--- config.mk ---
export PLATFORM = sky130hd
export DESIGN_NAME = iq_integ4
export DESIGN_NICKNAME = d
export VERILOG_FILES = /design/src/rtl/iq_integ4_pkg.sv /design/src/rtl/iq_integ4_dinteg.sv /design/src/rtl/iq_integ4.sv
export SDC_FILE = /design/constraint.sdc
export NUM_CORES = 2
export LEC_CHECK = 0
export CAP_MARGIN = 20
export CORE_MARGIN = 1
export CORE_UTILIZATION = 56
export DETAILED_ROUTE_END_ITERATION = 12
export GPL_TIMING_DRIVEN = 0
export PLACE_DENSITY = 0.79
export SETUP_SLACK_MARGIN = 0.15
export SLEW_MARGIN = 10
export SYNTH_ARGS = -nofsm -noshare
export SYNTH_HDL_FRONTEND = slang
export SYNTH_HIERARCHICAL = 1
export SYNTH_SLANG_ARGS = --single-unit
--- constraint.sdc ---
create_clock -name clk -period 17.7 [get_ports clk]
set_clock_uncertainty 0.1 [all_clocks]
set_input_delay 4.425 -clock clk [delete_from_list [all_inputs] [get_ports clk]]
set_output_delay 4.425 -clock clk [all_outputs]
set_load 0.005 [all_outputs]
--- src/rtl/iq_integ4_pkg.sv ---
// Shared constants, slot ordering and period clamping for the 4-channel
// IQ double integrator.
package iq_integ4_pkg;

  localparam int PERIOD_MIN = 8;
  localparam int PERIOD_MAX = 16;
  localparam int N_SLOTS    = 8;
  localparam int N_CH       = N_SLOTS / 2;

  // Output slot order within a frame: each channel contributes I then Q.
  typedef enum logic [2:0] {
    CH1_I = 3'd0,
    CH1_Q = 3'd1,
    CH2_I = 3'd2,
    CH2_Q = 3'd3,
    CH3_I = 3'd4,
    CH3_Q = 3'd5,
    CH4_I = 3'd6,
    CH4_Q = 3'd7
  } slot_e;

  // Limit a requested frame length to the range the serializer supports.
  function automatic logic [4:0] clamp_period(input logic [4:0] p);
    if (p < 5'(PERIOD_MIN))
      return 5'(PERIOD_MIN);
    else if (p > 5'(PERIOD_MAX))
      return 5'(PERIOD_MAX);
    else
      return p;
  endfunction

endpackage

--- src/rtl/iq_integ4_dinteg.sv ---
// One IQ-interleaved double integrator pair. The I state advances only on
// iq=1 cycles, the Q state only on iq=0 cycles. All arithmetic wraps silently
// modulo 2^dwo so that downstream differencing recovers exact values.
module iq_dinteg
  #(
    parameter int dwi = 14,
    parameter int dwo = 22
  )
  (
    input  logic                  clk,
    input  logic                  reset,
    input  logic                  iq,
    input  logic signed [dwi-1:0] x,
    output logic signed [dwo-1:0] s2_i_next,
    output logic signed [dwo-1:0] s2_q_next
  );

  logic signed [dwo-1:0] xe;
  logic signed [dwo-1:0] s1_i_reg, s2_i_reg, s1_q_reg, s2_q_reg;
  logic signed [dwo-1:0] s1_i_next, s1_q_next;

  assign xe = {{(dwo-dwi){x[dwi-1]}}, x};

  // Next-state of both integrator chains; s2 accumulates the freshly updated s1.
  // s2_*_next is exported so the frame snapshot sees this cycle's update.
  always_comb begin
    s1_i_next = s1_i_reg;
    s2_i_next = s2_i_reg;
    s1_q_next = s1_q_reg;
    s2_q_next = s2_q_reg;
    if (iq) begin
      s1_i_next = s1_i_reg + xe;
      s2_i_next = s2_i_reg + s1_i_next;
    end else begin
      s1_q_next = s1_q_reg + xe;
      s2_q_next = s2_q_reg + s1_q_next;
    end
  end

  // Integrator state registers, cleared by reset.
  always_ff @(posedge clk) begin
    if (reset) begin
      s1_i_reg <= '0;
      s2_i_reg <= '0;
      s1_q_reg <= '0;
      s2_q_reg <= '0;
    end else begin
      s1_i_reg <= s1_i_next;
      s2_i_reg <= s2_i_next;
      s1_q_reg <= s1_q_next;
      s2_q_reg <= s2_q_next;
    end
  end

endmodule

--- src/rtl/iq_integ4.sv ---
// Four IQ double integrators feeding a frame snapshot and an 8-slot TDM
// serializer. Each frame is P clocks; at the last count the eight s2 values
// are captured and then shifted out one per clock, with sync on slot 0.
module iq_integ4
  import iq_integ4_pkg::*;
  #(
    parameter int dwi = 14,
    parameter int dwo = 22
  )
  (
    input  logic                  clk,
    input  logic                  reset,
    input  logic                  iq,
    input  logic signed [dwi-1:0] in1,
    input  logic signed [dwi-1:0] in2,
    input  logic signed [dwi-1:0] in3,
    input  logic signed [dwi-1:0] in4,
    input  logic [4:0]            period,
    output logic signed [dwo-1:0] out,
    output logic                  sync
  );

  logic signed [dwi-1:0] in_arr    [N_CH];
  logic signed [dwo-1:0] s2_next   [N_SLOTS];
  logic signed [dwo-1:0] shreg_reg [N_SLOTS];
  logic [4:0]            cnt_reg;
  logic [4:0]            p_reg;
  logic                  sync_reg;
  logic                  frame_last;

  assign in_arr[0] = in1;
  assign in_arr[1] = in2;
  assign in_arr[2] = in3;
  assign in_arr[3] = in4;

  genvar gi;
  generate
    for (gi = 0; gi < N_CH; gi++) begin : g_ch
      localparam int SLOT_I = int'(CH1_I) + 2 * gi;
      localparam int SLOT_Q = int'(CH1_Q) + 2 * gi;
      iq_dinteg #(.dwi(dwi), .dwo(dwo)) u_dinteg (
        .clk       (clk),
        .reset     (reset),
        .iq        (iq),
        .x         (in_arr[gi]),
        .s2_i_next (s2_next[SLOT_I]),
        .s2_q_next (s2_next[SLOT_Q])
      );
    end
  endgenerate

  assign frame_last = (cnt_reg == p_reg - 5'd1);

  // Frame counter, period latch, snapshot and serializer. The period is only
  // re-latched at the frame boundary so a frame is never shortened in flight.
  // After the snapshot the register shifts toward slot 0 for seven clocks and
  // then holds, leaving slot 7 on out for the rest of a long frame.
  always_ff @(posedge clk) begin
    if (reset) begin
      cnt_reg  <= '0;
      p_reg    <= clamp_period(period);
      sync_reg <= 1'b0;
      for (int i = 0; i < N_SLOTS; i++)
        shreg_reg[i] <= '0;
    end else if (frame_last) begin
      cnt_reg  <= '0;
      p_reg    <= clamp_period(period);
      sync_reg <= 1'b1;
      for (int i = 0; i < N_SLOTS; i++)
        shreg_reg[i] <= s2_next[i];
    end else begin
      cnt_reg  <= cnt_reg + 5'd1;
      sync_reg <= 1'b0;
      if (cnt_reg < 5'(N_SLOTS - 1)) begin
        for (int i = 0; i < N_SLOTS - 1; i++)
          shreg_reg[i] <= shreg_reg[i+1];
      end
    end
  end

  assign out  = shreg_reg[0];
  assign sync = sync_reg;

endmodule

# Word level (Yosys, flattened, before mapping)
# Memories as Yosys holds them, arrays and structs flattened.
# Index checks and enable logic that the tools add are counted.
[totals]
regBits = 363
ramBits = 176
out_inout_bits = 23
word_cells = 95
n_memories = 1
[mem_list]
columns = ["name", "words", "word_bits", "rd", "rd_clocked_by_memory_dff", "write_ports", "line_no", "text"]
rows = [
  ["shreg_reg", 8, 22, 8, 0, 8, "iq_integ4.sv:25", "logic signed [dwo-1:0] shreg_reg [N_SLOTS];"],
]
[op_classes]
add_sub_neg = 18
n_lt_le_gt_ge = 3
eq_ne = 1
n_mux = 36
bitwise_logic = 15
n_reduce_logical = 2
[op_table]
columns = ["cell", "count"]
rows = [
  ["$mux W22", 23],
  ["$add A22 B14 Y22", 8],
  ["$add A22 B22 Y22", 8],
  ["$mux W5", 4],
  ["$or A1 B1 Y1", 15],
  ["$mux W1", 9],
  ["$add A5 B1 Y5 const B", 1],
  ["$eq A5 B5 Y1", 1],
  ["$gt A5 B5 Y1 const B", 1],
  ["$lt A5 B3 Y1 const B", 1],
  ["$lt A5 B4 Y1 const B", 1],
  ["$sub A5 B1 Y5 const B", 1],
  ["$reduce_bool A2 Y1", 1],
  ["$reduce_or A2 Y1", 1],
]

# Longest topological paths before layout
[depth]
word_depth = 7
ltp_mapped = 25
depth_no_buf = 25

# Cells and area by module
# The synthesis kept the hierarchy.
[modules_own_cells]
columns = ["mod", "instances", "cells_each", "area_each_um2", "seq_area_each_um2"]
rows = [
  ["iq_integ4", 1, 842, 9863.2, 5335.1],
  ["iq_dinteg (g_ch[3].u_dinteg)", 1, 915, 7463.4, 1761.7],
  ["iq_dinteg (g_ch[1].u_dinteg)", 1, 927, 7428.4, 1761.7],
  ["iq_dinteg (g_ch[0].u_dinteg)", 1, 907, 7372.1, 1761.7],
  ["iq_dinteg (g_ch[2].u_dinteg)", 1, 840, 7046.8, 1761.7],
]

# Worst setup path before layout
# OpenSTA, ideal clock, no wires.
[synth_timing]
kind = "input to register"
startpoint = "input port in1[0]"
endpoint = "memory shreg_reg[0][21], data pin"
setup_time_ns = 0.260
arrival_time_ns = 8.364
setup_slack_ns = 8.976
cell_stages = 24
path_buffers = 0
cell_sequence = "ha_1 -> inv_1 -> fa_1 -> nor2b_1 -> o31a_1 -> o21ai_0 -> a21boi_0 -> o21ai_0 -> a21boi_0 -> o21ai_0 -> nor2b_1 -> xnor2_1 -> ha_1 -> a21oi_1 -> o22ai_1 -> and4b_1 -> o31ai_1 -> a221oi_1 -> xnor2_1 -> xnor3_1 -> and2_1 -> xor2_1 -> nand2b_1 -> mux2i_1"
[synth_lines]
columns = ["item", "line_no", "text"]
rows = [
  ["start: declaration", "iq_integ4.sv:14", "input logic signed [dwi-1:0] in1,"],
  ["end: declaration", "iq_integ4.sv:25", ""],
]

==> results.cfg <==
[final_layout]
largest_register_ffs = 176
final-seq-area_mm2 = 0.0124
n_antenna_cell = 0
most-common-layout-cells = 453 x nand2_1, 380 x dfxtp_1, 354 x ha_1
area_delta_synth_final_pct = 10.5
final_common_cell = nand2_1
multi_input_area_mm2 = 0.0253
nNetsFinal = 5016
n_fill_cell = 5876
drive_gt1_share_pct = 6.43

[logic_synthesis]
synth.top_cell.area_share_pct = 19.4
synth_edf_count = 159
synth_top_area_cell = dfxtp_1
ys.flop_type = dfxtp_1
yosysWarningCount = 6
syn_inst = 4431
synthTopCellsByArea = dfxtp_1 19%, edfxtp_1 12%, ha_1 11%
ys_ff_latch = 539
syn-cell-area_mm2 = 0.0392
ys_async_sr_fraction_pct = 0
synth_nets = 4865
ys_types = 104
synth-seq-area-share_pct = 31.6
avgSynthCellArea_um2 = 8.84

[sta]
period_share_pct = 55.4
tns_ns = 0
finalHoldViolations = 0
slew_headroom_pct = 29.4
fin_crit_ns = 9.80
timing.hold.ws_ns = 0.364
final_max_slew_viol_count = 0
clock.fmax_mhz = 102
worst-slew-pin-transition_ns = 1.06
report.final.setup_viol = 0
rsz0062_at_grt = false

[clock_network]
cts.sinks = 539
clock_path_buffers = 3
clk_latency_ns = 0.64
clkTransAtPathRegs_ns = 0.06
hold_buffers = 0
cts_buffers = 61
cts-root-buf = clkbuf_16
postCtsSetupBuffers = 0
cts_htree_levels = 2
cts_tree = done
cts_resized = 0

[route]
dr.pass1.iters = 6
routed_wl_um = 105000
vias = 33200
antenna_left = 0
viasPerCell = 5.98
drt-initial-drc-count = 2835
drc = 0
wl_per_cell_um = 18.9

[placement]
io_buffer_count = 86
dp_hpwl_um = 79500
gp_congestion = 0.961

[global_routing]
grt_pass1_wl_um = 165000
track_usage_pct = 29.0
grt_pass1_vias = 31300
antenna_found_initial = 0
overflow = 0
grt_max_degree = 67

[power_and_ir_drop]
power.switching_uw = 2620
combPwrFrac_pct = 53.0
powerDensity_mw_per_mm2 = 146
max-vdd-ir-drop_v = 0.0000927
clkPwrFrac_pct = 20.6
leakage_uw = 0.0195
p_sw_share_pct = 41.4
p_seq_share_pct = 26.4
p_int_uw = 3710

[worst_hold_path]
worstHoldPathCells = 2
min_path_type = reg2reg
hold_path_startpoint = g_ch[1].u_dinteg/s1_q_reg[8]$_SDFFE_PP0N_
min_to = g_ch[1].u_dinteg/s1_q_reg[8]$_SDFFE_PP0N_

[critical_path]
end_kind = flop
cp_data_arrival_time_ns = 10.16
r2r_end = shreg_reg[0][21]$_DFFE_PP_
worst-setup-path-type = in2reg
worst-r2r-setup-slack_ns = 11.91
r2r-start = g_ch[0].u_dinteg/s1_i_reg[0]$_SDFFE_PP0P_
worstPathRequired_ns = 18.06
reg2regPathDepth = 24
worst-path-max-fanout = 6
startpoint_type = input pin

[floorplanning]
start_util_pct = 56.8
ios = 87
die_area_mm2 = 0.0710
die_w_um = 266
rows = 96
die_h_um = 266
core_mm2 = 0.0689

[flow_run]
cap_violations = 0

[status]
outcome = finished clean
-- worst max path at each step --
stage            from                         end  slack (ns)  cells after the start
5_1_grt        in3[0]  shreg_reg[1][43]$_DFFE_PP_        7.62                     26
2_1_floorplan  in1[0]  shreg_reg[0][21]$_DFFE_PP_        8.98                     24
3_3_place_gp   in1[0]  shreg_reg[0][21]$_DFFE_PP_        7.50                     25
4_1_cts        in1[0]  shreg_reg[0][21]$_DFFE_PP_        8.06                     25
6_report       in1[0]  shreg_reg[0][21]$_DFFE_PP_        7.90                     25
3_5_place_dp   in1[0]  shreg_reg[0][21]$_DFFE_PP_        7.45                     25
-- layer usage --
layer / vias up / GRT usage [%] / part of all wire [%]
li1: 16200 / - / -
met1: 15800 / 37.7 / 43
met2: 1044 / 49.5 / 47
met3: 196 / 3.00 / 6.2
met4: 0 / 10.7 / 3.6
met5: - / 0 / 0
-- final cells by class --
| class | count | area share, % |
|---|---|---|
| buffer | 216 | 2.44 |
| clock buffer | 79 | 3.88 |
| clock inverter | 34 | 0.815 |
| inverter | 112 | 0.971 |
| multi-input combinational | 3564 | 58.5 |
| sequential | 539 | 28.6 |
| tap | 931 | 2.69 |
| timing repair buffer | 88 | 2.10 |
-- metrics by stage --
stage / std cells / util, % / cell area (µm²) / setup slack (ns) / total power, µW
final: 5563 / 62.8 / 43300 / 7.90 / 6320
after global routing: 5563 / 62.8 / 43300 / 7.62 / 6740
after CTS: 5563 / 62.8 / 43300 / 8.06 / 6290
after detailed placement: 5450 / 59.8 / 41300 / 7.45 / 4950
after global placement: 5448 / 59.8 / 41200 / 7.50 / 4890
after floorplan: 4431 / - / 39200 / 8.98 / 4190
-- Yosys cell counts, types with 66 or more instances --
cell type and n:
edfxtp_1 159, nor3_1 66, a21oi_1 286, clkbuf_1 124
nand2b_1 225, ha_1 354, inv_1 111, nand2_1 453
xnor2_1 181, o21ai_0 195, mux2i_1 279, xor2_1 94
nor2b_1 76, nor2_1 311, and2_1 123, a21o_1 129
mux2_2 68, dfxtp_1 380
-- power by group through the flow --
stage,logic (µW),registers (µW),clock network [µW]
6_report,3350,1670,1300
5_1_grt,3680,1700,1370
4_1_cts,3300,1670,1320
3_5_place_dp,3260,1690,0
3_3_place_gp,3200,1680,0
2_1_floorplan,2550,1650,0
-- cell families (layout without fill, tap and decap cells) --
kind of cell	count (synthesis)	count (layout)	share of synthesized area, %
compound gates	1047	1047	17.6
xor+xnor	278	278	6.32
fa+ha+maj	370	370	12.1
buf+inv	328	529	3.77
flops	539	539	31.6
mux	351	351	9.23
simple gates	1518	1518	19.4
-- critical path, cell delays in order --
cell	delay [ns]
clkdlybuf4s50_1	0.52
ha_1	0.22
inv_1	0.07
fa_1	0.41
nor2b_1	0.16
o31a_1	0.18
o21ai_0	0.11
a21boi_0	0.26
o21ai_0	0.13
a21boi_0	0.29
o21ai_0	0.20
nor2b_1	0.19
xnor2_1	0.27
ha_1	0.35
a21oi_1	0.26
o22ai_1	0.12
and4b_1	0.28
o31ai_1	0.12
a221oi_1	0.37
xnor2_1	0.17
xnor3_1	0.25
and2_1	0.19
xor2_1	0.38
nand2b_1	0.09
mux2i_1	0.15
Note: power is estimated with default switching activity, not from simulation.
